===== config.mk =====
export PLATFORM = sky130hd
export DESIGN_NAME = memory_bus_write_decoder_flat
export DESIGN_NICKNAME = d
export VERILOG_FILES = /design/src/rtl/memory_bus_write_decoder_pkg.sv /design/src/rtl/memory_bus_write_decoder_if.sv /design/src/rtl/memory_bus_page_shadow.sv /design/src/rtl/memory_bus_write_decoder.sv /design/src/flat_wrapper.sv
export SDC_FILE = /design/constraint.sdc
export NUM_CORES = 1
export LEC_CHECK = 0
export BUFFER_PORTS_ARGS = -buffer_cell sky130_fd_sc_hd__buf_4
export CAP_MARGIN = 5
export CORE_ASPECT_RATIO = 0.9
export CORE_MARGIN = 2
export CORE_UTILIZATION = 38
export DETAILED_ROUTE_END_ITERATION = 16
export MAX_ROUTING_LAYER = met4
export SYNTH_ARGS = -nofsm -noshare
export SYNTH_HDL_FRONTEND = slang
export SYNTH_SLANG_ARGS = --single-unit

===== constraint.sdc =====
create_clock -name BUS_CLK -period 1.7 [get_ports BUS_CLK]
set_clock_uncertainty 0.1 [all_clocks]
set_input_delay 0.34 -clock BUS_CLK [delete_from_list [all_inputs] [get_ports BUS_CLK]]
set_output_delay 0.34 -clock BUS_CLK [all_outputs]
set_load 0.01 [all_outputs]

===== src/rtl/memory_bus_write_decoder_pkg.sv =====
// Shared encodings for the CPU memory-bus write decoder: BRAM selects, snooped
// register addresses, FSM states and the registered bus sample.
package memory_bus_write_decoder_pkg;

  localparam int BUS_ADDR_W = 14;
  localparam int BUS_DATA_W = 16;
  localparam int SEL_W      = 2;

  localparam int MOD_SEG_W   = 1;
  localparam int STM_SEG_W   = 1;
  localparam int STM_PAGE_W  = 4;
  localparam int DUTY_PAGE_W = 1;
  localparam int WR_COUNT_W  = 16;

  localparam logic [SEL_W-1:0] BRAM_SELECT_CONTROLLER  = 2'd0;
  localparam logic [SEL_W-1:0] BRAM_SELECT_MOD         = 2'd1;
  localparam logic [SEL_W-1:0] BRAM_SELECT_DUTY_TABLE  = 2'd2;
  localparam logic [SEL_W-1:0] BRAM_SELECT_STM         = 2'd3;

  // Controller-space registers that steer the upper address bits of the other BRAMs
  localparam logic [BUS_ADDR_W-1:0] ADDR_MOD_MEM_WR_SEGMENT                = 14'h0020;
  localparam logic [BUS_ADDR_W-1:0] ADDR_STM_MEM_WR_SEGMENT                = 14'h0021;
  localparam logic [BUS_ADDR_W-1:0] ADDR_STM_MEM_WR_PAGE                   = 14'h0022;
  localparam logic [BUS_ADDR_W-1:0] ADDR_PULSE_WIDTH_ENCODER_TABLE_WR_PAGE = 14'h0023;

  typedef enum logic [1:0] {
    ST_IDLE   = 2'd0,
    ST_COMMIT = 2'd1,
    ST_HOLD   = 2'd2
  } wr_state_e;

  typedef struct packed {
    logic                  en;
    logic                  we;
    logic [SEL_W-1:0]      sel;
    logic [BUS_ADDR_W-1:0] addr;
    logic [BUS_DATA_W-1:0] data;
  } bus_req_t;

endpackage


===== src/rtl/memory_bus_write_decoder_if.sv =====
// CPU-side memory bus level signals as seen by the write decoder.
interface memory_bus_write_decoder_if;
  import memory_bus_write_decoder_pkg::*;

  logic                  EN;
  logic                  WE;
  logic [SEL_W-1:0]      BRAM_SELECT;
  logic [BUS_ADDR_W-1:0] BRAM_ADDR;
  logic [BUS_DATA_W-1:0] DATA_IN;

  modport master (output EN, WE, BRAM_SELECT, BRAM_ADDR, DATA_IN);
  modport slave  (input  EN, WE, BRAM_SELECT, BRAM_ADDR, DATA_IN);
endinterface


===== src/rtl/memory_bus_page_shadow.sv =====
// Snoops committed controller writes and keeps the segment/page shadows that
// extend MOD, DUTY and STM write addresses.
module memory_bus_page_shadow
  import memory_bus_write_decoder_pkg::*;
#(
  parameter int STM_PAGE_WIDTH  = STM_PAGE_W,
  parameter int DUTY_PAGE_WIDTH = DUTY_PAGE_W
) (
  input  logic                       clk_i,
  input  logic                       rst_i,
  input  logic                       cnt_commit_i,
  input  logic [BUS_ADDR_W-1:0]      addr_i,
  input  logic [BUS_DATA_W-1:0]      data_i,
  output logic [MOD_SEG_W-1:0]       mod_segment_o,
  output logic [STM_SEG_W-1:0]       stm_segment_o,
  output logic [STM_PAGE_WIDTH-1:0]  stm_page_o,
  output logic [DUTY_PAGE_WIDTH-1:0] duty_page_o
);

  logic [MOD_SEG_W-1:0]       mod_seg_q,   mod_seg_d;
  logic [STM_SEG_W-1:0]       stm_seg_q,   stm_seg_d;
  logic [STM_PAGE_WIDTH-1:0]  stm_page_q,  stm_page_d;
  logic [DUTY_PAGE_WIDTH-1:0] duty_page_q, duty_page_d;

  always_comb begin
    mod_seg_d   = mod_seg_q;
    stm_seg_d   = stm_seg_q;
    stm_page_d  = stm_page_q;
    duty_page_d = duty_page_q;
    if (cnt_commit_i) begin
      case (addr_i)
        ADDR_MOD_MEM_WR_SEGMENT:                mod_seg_d   = data_i[MOD_SEG_W-1:0];
        ADDR_STM_MEM_WR_SEGMENT:                stm_seg_d   = data_i[STM_SEG_W-1:0];
        ADDR_STM_MEM_WR_PAGE:                   stm_page_d  = data_i[STM_PAGE_WIDTH-1:0];
        ADDR_PULSE_WIDTH_ENCODER_TABLE_WR_PAGE: duty_page_d = data_i[DUTY_PAGE_WIDTH-1:0];
        default: ;
      endcase
    end
  end

  always_ff @(posedge clk_i) begin
    if (rst_i) begin
      mod_seg_q   <= '0;
      stm_seg_q   <= '0;
      stm_page_q  <= '0;
      duty_page_q <= '0;
    end else begin
      mod_seg_q   <= mod_seg_d;
      stm_seg_q   <= stm_seg_d;
      stm_page_q  <= stm_page_d;
      duty_page_q <= duty_page_d;
    end
  end

  assign mod_segment_o = mod_seg_q;
  assign stm_segment_o = stm_seg_q;
  assign stm_page_o    = stm_page_q;
  assign duty_page_o   = duty_page_q;

endmodule


===== src/rtl/memory_bus_write_decoder.sv =====
// Turns level-style CPU bus writes into one registered write strobe per
// transaction, routed to the controller, MOD, DUTY or STM BRAM.
module memory_bus_write_decoder
  import memory_bus_write_decoder_pkg::*;
#(
  parameter int STM_PAGE_WIDTH  = STM_PAGE_W,
  parameter int DUTY_PAGE_WIDTH = DUTY_PAGE_W,
  parameter int WR_COUNT_WIDTH  = WR_COUNT_W
) (
  input  logic                                  BUS_CLK,
  input  logic                                  RST,
  memory_bus_write_decoder_if.slave             bus,
  output logic                                  CNT_WE,
  output logic [BUS_ADDR_W-1:0]                 CNT_ADDR,
  output logic                                  MOD_WE,
  output logic [BUS_ADDR_W+MOD_SEG_W-1:0]       MOD_ADDR,
  output logic                                  DUTY_WE,
  output logic [BUS_ADDR_W+DUTY_PAGE_WIDTH-1:0] DUTY_ADDR,
  output logic                                  STM_WE,
  output logic [BUS_ADDR_W+STM_SEG_W+STM_PAGE_WIDTH-1:0] STM_ADDR,
  output logic [BUS_DATA_W-1:0]                 WR_DATA,
  output logic [WR_COUNT_WIDTH-1:0]             WR_COUNT
);

  localparam int MOD_AW  = BUS_ADDR_W + MOD_SEG_W;
  localparam int DUTY_AW = BUS_ADDR_W + DUTY_PAGE_WIDTH;
  localparam int STM_AW  = BUS_ADDR_W + STM_SEG_W + STM_PAGE_WIDTH;

  bus_req_t  s1_q;
  logic      rst_dly_q;
  wr_state_e state_q, state_d;
  logic      commit;
  logic      s1_wr;

  logic [3:0]                  we_q,        we_d;
  logic [BUS_ADDR_W-1:0]       cnt_addr_q,  cnt_addr_d;
  logic [MOD_AW-1:0]           mod_addr_q,  mod_addr_d;
  logic [DUTY_AW-1:0]          duty_addr_q, duty_addr_d;
  logic [STM_AW-1:0]           stm_addr_q,  stm_addr_d;
  logic [BUS_DATA_W-1:0]       data_q,      data_d;
  logic [WR_COUNT_WIDTH-1:0]   count_q,     count_d;

  logic [MOD_SEG_W-1:0]        mod_seg;
  logic [STM_SEG_W-1:0]        stm_seg;
  logic [STM_PAGE_WIDTH-1:0]   stm_page;
  logic [DUTY_PAGE_WIDTH-1:0]  duty_page;

  assign s1_wr = s1_q.en && s1_q.we;

  // COMMIT leaves straight to IDLE when the write already ended, so a single
  // low sample of WE between writes is enough to arm the next one. HOLD
  // ignores its exit for the first cycle out of reset so a write that was
  // active across reset is never taken.
  always_comb begin
    state_d = state_q;
    commit  = 1'b0;
    case (state_q)
      ST_IDLE:   if (s1_wr) state_d = ST_COMMIT;
      ST_COMMIT: begin
        commit  = 1'b1;
        state_d = s1_wr ? ST_HOLD : ST_IDLE;
      end
      ST_HOLD:   if (!rst_dly_q && !s1_wr) state_d = ST_IDLE;
      default:   state_d = ST_HOLD;
    endcase
  end

  always_comb begin
    we_d        = '0;
    cnt_addr_d  = cnt_addr_q;
    mod_addr_d  = mod_addr_q;
    duty_addr_d = duty_addr_q;
    stm_addr_d  = stm_addr_q;
    data_d      = data_q;
    count_d     = count_q;
    if (commit) begin
      we_d[s1_q.sel] = 1'b1;
      data_d         = s1_q.data;
      count_d        = count_q + WR_COUNT_WIDTH'(1);
      case (s1_q.sel)
        BRAM_SELECT_CONTROLLER: cnt_addr_d  = s1_q.addr;
        BRAM_SELECT_MOD:        mod_addr_d  = {mod_seg, s1_q.addr};
        BRAM_SELECT_DUTY_TABLE: duty_addr_d = {duty_page, s1_q.addr};
        default:                stm_addr_d  = {stm_seg, stm_page, s1_q.addr};
      endcase
    end
  end

  always_ff @(posedge BUS_CLK) begin
    if (RST) begin
      s1_q        <= '0;
      rst_dly_q   <= 1'b1;
      state_q     <= ST_HOLD;
      we_q        <= '0;
      cnt_addr_q  <= '0;
      mod_addr_q  <= '0;
      duty_addr_q <= '0;
      stm_addr_q  <= '0;
      data_q      <= '0;
      count_q     <= '0;
    end else begin
      s1_q        <= {bus.EN, bus.WE, bus.BRAM_SELECT, bus.BRAM_ADDR, bus.DATA_IN};
      rst_dly_q   <= 1'b0;
      state_q     <= state_d;
      we_q        <= we_d;
      cnt_addr_q  <= cnt_addr_d;
      mod_addr_q  <= mod_addr_d;
      duty_addr_q <= duty_addr_d;
      stm_addr_q  <= stm_addr_d;
      data_q      <= data_d;
      count_q     <= count_d;
    end
  end

  memory_bus_page_shadow #(
    .STM_PAGE_WIDTH (STM_PAGE_WIDTH),
    .DUTY_PAGE_WIDTH(DUTY_PAGE_WIDTH)
  ) u_shadow (
    .clk_i        (BUS_CLK),
    .rst_i        (RST),
    .cnt_commit_i (commit && (s1_q.sel == BRAM_SELECT_CONTROLLER)),
    .addr_i       (s1_q.addr),
    .data_i       (s1_q.data),
    .mod_segment_o(mod_seg),
    .stm_segment_o(stm_seg),
    .stm_page_o   (stm_page),
    .duty_page_o  (duty_page)
  );

  assign CNT_WE    = we_q[BRAM_SELECT_CONTROLLER];
  assign MOD_WE    = we_q[BRAM_SELECT_MOD];
  assign DUTY_WE   = we_q[BRAM_SELECT_DUTY_TABLE];
  assign STM_WE    = we_q[BRAM_SELECT_STM];
  assign CNT_ADDR  = cnt_addr_q;
  assign MOD_ADDR  = mod_addr_q;
  assign DUTY_ADDR = duty_addr_q;
  assign STM_ADDR  = stm_addr_q;
  assign WR_DATA   = data_q;
  assign WR_COUNT  = count_q;

endmodule


===== src/flat_wrapper.sv =====
// flat-port wrapper written by rule: the top's interface ports become plain ports
module memory_bus_write_decoder_flat import memory_bus_write_decoder_pkg::*;
#(
  parameter int STM_PAGE_WIDTH  = STM_PAGE_W,
  parameter int DUTY_PAGE_WIDTH = DUTY_PAGE_W,
  parameter int WR_COUNT_WIDTH  = WR_COUNT_W
)
  (BUS_CLK, RST, CNT_WE, CNT_ADDR, MOD_WE, MOD_ADDR, DUTY_WE, DUTY_ADDR, STM_WE, STM_ADDR, WR_DATA, WR_COUNT, bus_EN, bus_WE, bus_BRAM_SELECT, bus_BRAM_ADDR, bus_DATA_IN);
  memory_bus_write_decoder_if bus_i ();
  input  logic BUS_CLK;
  input  logic RST;
  output logic CNT_WE;
  output logic [BUS_ADDR_W-1:0] CNT_ADDR;
  output logic MOD_WE;
  output logic [BUS_ADDR_W+MOD_SEG_W-1:0] MOD_ADDR;
  output logic DUTY_WE;
  output logic [BUS_ADDR_W+DUTY_PAGE_WIDTH-1:0] DUTY_ADDR;
  output logic STM_WE;
  output logic [BUS_ADDR_W+STM_SEG_W+STM_PAGE_WIDTH-1:0] STM_ADDR;
  output logic [BUS_DATA_W-1:0] WR_DATA;
  output logic [WR_COUNT_WIDTH-1:0] WR_COUNT;
  input wire logic [$bits(bus_i.EN)-1:0] bus_EN;
  input wire logic [$bits(bus_i.WE)-1:0] bus_WE;
  input wire logic [$bits(bus_i.BRAM_SELECT)-1:0] bus_BRAM_SELECT;
  input wire logic [$bits(bus_i.BRAM_ADDR)-1:0] bus_BRAM_ADDR;
  input wire logic [$bits(bus_i.DATA_IN)-1:0] bus_DATA_IN;
  assign bus_i.EN = bus_EN;
  assign bus_i.WE = bus_WE;
  assign bus_i.BRAM_SELECT = bus_BRAM_SELECT;
  assign bus_i.BRAM_ADDR = bus_BRAM_ADDR;
  assign bus_i.DATA_IN = bus_DATA_IN;
  memory_bus_write_decoder #(.STM_PAGE_WIDTH(STM_PAGE_WIDTH), .DUTY_PAGE_WIDTH(DUTY_PAGE_WIDTH), .WR_COUNT_WIDTH(WR_COUNT_WIDTH)) u_core (.BUS_CLK(BUS_CLK), .RST(RST), .bus(bus_i), .CNT_WE(CNT_WE), .CNT_ADDR(CNT_ADDR), .MOD_WE(MOD_WE), .MOD_ADDR(MOD_ADDR), .DUTY_WE(DUTY_WE), .DUTY_ADDR(DUTY_ADDR), .STM_WE(STM_WE), .STM_ADDR(STM_ADDR), .WR_DATA(WR_DATA), .WR_COUNT(WR_COUNT));
endmodule

; ---- Word level (Yosys, flattened, before mapping)
; Cells that the tools add are included.
[word_totals]
word_cells = 60
ram_bits = 0
memories = 0
latch_bits = 0
inputBits = 36
mem_bits_ro = 0
output_inout_bits = 99
ff_bits = 143
[op_classes]
n_eq_ne = 10
div_mod_pow = 0
n_addsub = 1
n_mul = 0
bitwise_logic = 2
mux = 8
n_lt_le_gt_ge = 2
n_reduce_logical = 19
shift = 0
[op_table]
columns = op, count
row1 = == test 14 x 6 -> 1 bit (second input constant), 4
row2 = AND reduction 2 bit, 9
row3 = adder 16 x 1 -> 16 bit (second input constant), 1
row4 = two-way mux 2 bit, 3
row5 = one-hot mux 2 bit (3 select lines), 1
row6 = == test 2 x 1 -> 1 bit (second input constant), 2
row7 = == test 2 bit (second input constant), 2
row8 = logical AND 1 bit, 4
row9 = logical NOT 2 bit, 2
row10 = != test 2 x 1 -> 1 bit (second input constant), 2
row11 = less-than comparator 2 x 3 -> 1 bit (second input constant), 1
row12 = two-way mux 1 bit, 3
row13 = OR reduction 3 bit, 1
row14 = demux 1 bit (select 2 bit), 1
row15 = greater-or-equal comparator 2 x 1 -> 1 bit (second input constant), 1
row16 = logical NOT 1 bit, 2
row17 = inverter 1 bit, 2
row18 = OR reduction 2 bit, 1

; ---- Longest topological paths before layout
[depth]
depth_word = 5
ltp_mapped = 8
ltp_nobuf = 5

; ---- By module
; A second synthesis with hierarchy kept.
[hier_totals]
hier_cells = 563
area_unflattened_um2 = 5007.3
[by_module_without_submodules]
columns = mod, area_each_um2, cells_per_inst, seq_area_each_um2, n_inst
row1 = memory_bus_write_decoder, 4594.4, 525, 2722.6, 1
row2 = memory_bus_page_shadow, 412.9, 38, 140.1, 1

; ---- Least setup slack after synthesis
; No wires, ideal clock.
[synth_timing]
path_kind = flip-flop to flip-flop
startpoint = reg u_core.s1_q[31] (netlist name)
endpoint = reg u_core.u_shadow.mod_seg_q, in the netlist u_core.u_shadow.mod_segment_o
arrival_time_ps = 1604
required_ps = 1530
n_path_buf = 1
stages_incl_launch_ff = 6
period_less_slack_ps = 1775
setup_time_ps = 70
path_slack_ps = -75
path_cell_list = dfxtp_1 -> clkbuf_1 -> nor4b_4 -> nand4_2 -> or4b_1 -> a21oi_1
[synth_via]
elab_chain_cells = 3
[synth_lines]
columns = element, line
row1 = start: declaration, memory_bus_write_decoder.sv:29  ; bus_req_t s1_q;
row2 = start signal: assignment, memory_bus_write_decoder.sv:102  ; s1_q <= {bus.EN, bus.WE, bus.BRAM_SELECT, bus.BRAM_ADDR, bus.DATA_IN};
row3 = logical NOT 2 bit, memory_bus_write_decoder.sv:121  ; .cnt_commit_i (commit && (s1_q.sel == BRAM_SELECT_CONTROLLER)),
row4 = logical AND 1 bit, memory_bus_write_decoder.sv:121
row5 = AND reduction 2 bit (no source line), --
row6 = end signal: assignment, memory_bus_page_shadow.sv:48  ; mod_seg_q <= mod_seg_d;
row7 = end: declaration, memory_bus_page_shadow.sv:20  ; logic [MOD_SEG_W-1:0] mod_seg_q, mod_seg_d;
; Every way passes these cells.
; A chain may end at the register's enable or synchronous reset.

; ---- Final worst setup path
[layout_timing]
startpoint = reg u_core.s1_q[22] (netlist name)
endpoint = reg u_core.u_shadow.mod_seg_q, in the netlist u_core.u_shadow.mod_segment_o
[layout_via]
elab_chain_cells = 2
[layout_lines]
columns = element, line
row1 = == test 14 x 6 -> 1 bit, memory_bus_page_shadow.sv:31  ; case (addr_i)
row2 = AND reduction 2 bit (no source line), --
; Every way passes these cells.

==> impl_metrics.tcl <==
set metrics [dict create \
    synth_compound_area_share_pct 10.8 \
    viasPerCell 4.79 \
    yosysTopAreaCell "dfxtp_1" \
    crit_arrival_ps 1940 \
    hpwl_um 9000 \
    min_period_ps 1690 \
    grt_pass1_vias 4079 \
    ys.flop_type "dfxtp_1" \
    nFillCells 1167 \
    cp.required_ps 1940 \
    clock.fmax_mhz 591 \
    drt-pass1-iter-count 6 \
    synthSimpleGateAreaFrac_pct 25.3 \
    clockBufferDepth 2 \
    endpoint_kind "flip-flop" \
    dieWidth_um 124 \
    vdd_drop_max_v 0.000593 \
    max_cap_violations 0 \
    grt_max_degree 53 \
    initial_core_util_pct 38.9 \
    drc 0 \
    core_area_mm2 0.0126 \
    cts_tree "done" \
    place.gp.congestion 0.801 \
    cp_cell_sequence "nor4_4 > buf_4 > nand4_2 > or4b_1 > a21oi_1" \
    worstPathMaxFanout 2 \
    slew_violations 0 \
    muxShareOfSynthArea_pct 0 \
    p_leak_nw 2.75 \
    avgSynthCellArea_um2 8.72 \
    grt_pass1_wl_um 20000 \
    syn-cell-area_mm2 0.00492 \
    slowest_stage "or4b_1" \
    criticalPathCategory "flip-flop to flip-flop" \
    fin_ws_ps 7.88 \
    ant_nets 0 \
    p_switching_mw 1.53 \
    area_growth_pct 41.4 \
    die_h_um 112 \
    worst_pin_slew_ps 398 \
    nets 760 \
    outcome "finished clean" \
    cellPowerDensity_mw_per_mm2 1040 \
    power.internal_mw 5.70 \
    synth_cell_type_count 33 \
    ys_ff_latch 143 \
    placed_cell_area_mm2 0.00632 \
    period_share_pct 99.5 \
    slew_headroom_pct 73.4 \
    drtIter0Drc 216 \
    pwr-share-seq_pct 47.5 \
    synth.most_common_cell "nand2_1" \
    cts_max_level 4 \
    port-buffer-count 134 \
    swShare_pct 21.2 \
    die_area_mm2 0.0139 \
    synthTopCellsByArea "dfxtp_1, nand2_1, a21oi_1, nor2b_1, clkbuf_1" \
    synth_top_family_by_area "simple AND/OR/NAND/NOR gates" \
    path_clk_slew_ps 60 \
    antennaDiodeCount 0 \
    vias 4312 \
    synth_common_cells "nand2_1, dfxtp_1, a21oi_1, nor2b_1, clkbuf_1" \
    dp_slack_ps -13.6 \
    synth_edf_count 0 \
    antenna_found_initial 0 \
    synth_xor_area_share_pct 2.14 \
    pwr-share-clk_pct 48.9 \
    setup_viol 0 \
    multi_input_area_mm2 0.00194 \
    numCtsBuffers 17 \
    ctsRootBufferMaster "clkbuf_16" \
    cp-start-kind "flip-flop" \
    synthAdderAreaFrac_pct 0.255 \
    rsz0062_at_grt "true" \
    syn_nets 601 \
    async_flop_share_pct 0 \
    whs_ps 34.1 \
    layout-drive-gt1-share_pct 30.2 \
    hold_path.class "input pin to flip-flop" \
    wl_um 13000 \
    clk_latency_ps 410 \
    finalHoldViolCount 0 \
    grt.total_usage_pct 19.3 \
    yosysWarningCount 0 \
    final_core_util_pct 55.0 \
    ys_seq_area_share_pct 58.2 \
    regArea_mm2 0.00287 \
    io-pin-count 135 \
    num_rows 39 \
    design_area_mm2 0.00695 \
    syn-instance-count 564 \
    crit_path_max_incr_delay_ps 540 \
    wire_per_inst_um 14.4 \
    overflow 0 \
    cts.sinks 143 \
    synth_top_area_share_pct 58.2 \
    comb_power_share_pct 3.5 \
]
## layout make-up
cell class | instances | area share (%)
Inverter | 4 | 0.216
Multi-Input combinational cell | 380 | 27.9
Tap cell | 164 | 2.95
Sequential cell | 143 | 41.2
Clock buffer | 23 | 7.02
Clock inverter | 9 | 1.19
Timing Repair Buffer | 177 | 19.5
## power groups by stage
stage	clock [mW]	sequential, mW	combinational [mW]
after floorplan	0	3.50	0.101
after global placement	0	3.50	0.249
after detailed placement	0	3.50	0.253
after CTS	3.61	3.43	0.255
after global routing	3.76	3.44	0.277
final	3.54	3.44	0.257
## sequential cells by signal, summed over array words and instances (netlist names), 2 cells and up
name                        flops
u_core.s1_q                    34
u_core.STM_ADDR                19
u_core.WR_COUNT                16
u_core.WR_DATA                 16
u_core.DUTY_ADDR               15
u_core.MOD_ADDR                15
u_core.CNT_ADDR                14
u_core.u_shadow.stm_page_o      4
u_core.we_q                     4
u_core.state_q                  2
## cell families (layout without fill, tap and decap cells)
group                      Yosys count  count (layout)
xor gates and xnor gates            12              12
DFF                                143             143
AOI/OAI and AO/OA                  103             103
and+or+nand+nor                    264             264
adders and majority gates            1               1
buffers and inverters               41             213
## final timing paths
| path | start | endpoint | slack (ps) | cells past startpoint |
|---|---|---|---|---|
| setup reg to reg | u_core.s1_q[22]$_SDFF_PP0_ | u_core.u_shadow.mod_segment_o$_SDFFE_PP0P_ | 8 | 5 |
| hold / removal | bus_DATA_IN[13] | u_core.s1_q[13]$_SDFF_PP0_ | 30 | 2 |
| setup / recovery | u_core.s1_q[22]$_SDFF_PP0_ | u_core.u_shadow.mod_segment_o$_SDFFE_PP0P_ | 8 | 5 |
| hold reg to reg | u_core.s1_q[12]$_SDFF_PP0_ | u_core.WR_DATA[12]$_SDFFE_PP0P_ | 330 | 2 |
## worst max-delay path: cells and delay by family, from the launching register on
kind | cells | cell delay, ps
DFF | 1 | 340
buffers and inverters | 1 | 160
AOI/OAI and AO/OA | 1 | 130
and+or+nand+nor | 3 | 900
## layout by cell type (no fill, tap or decap), drive strengths merged, types with 7 or more instances in the layout
cell type,count
clkbuf,23
nor2b,35
nand2,167
nor2,18
a21oi,90
buf,177
dfxtp,143
xnor2,9
nor4,7
o21ai,7
## metal layers
| layer | share of wire, % | vias up | GRT usage [%] |
|---|---|---|---|
| met1 | 43 | 2029 | 23.4 |
| li1 | - | 2169 | - |
| met3 | 5.4 | 15 | 5.48 |
| met4 | 1.6 | 0 | 5.99 |
| met5 | 0 | - | - |
| met2 | 50 | 99 | 31.1 |
## through the flow
| stage | total power [mW] | cells | setup TNS [ps] |
|---|---|---|---|
| floorplan | 3.60 | 564 | -74.8 |
| global placement | 3.75 | 866 | 0 |
| detailed placement | 3.76 | 866 | -13.6 |
| CTS | 7.29 | 898 | 0 |
| global route | 7.48 | 900 | -240 |
| finish | 7.23 | 900 | 0 |
## timing repair
item / 4_1_cts / 5_1_grt
buffers inserted: 0 / 2
hold buffers: 0 / 0
setup endpoints to repair: 4 / 22
resized for setup: 2 / 8
endpoints found under the hold margin: 0 / 0
pin swaps: 0 / 6
Note: power is estimated with default switching activity, not from simulation.
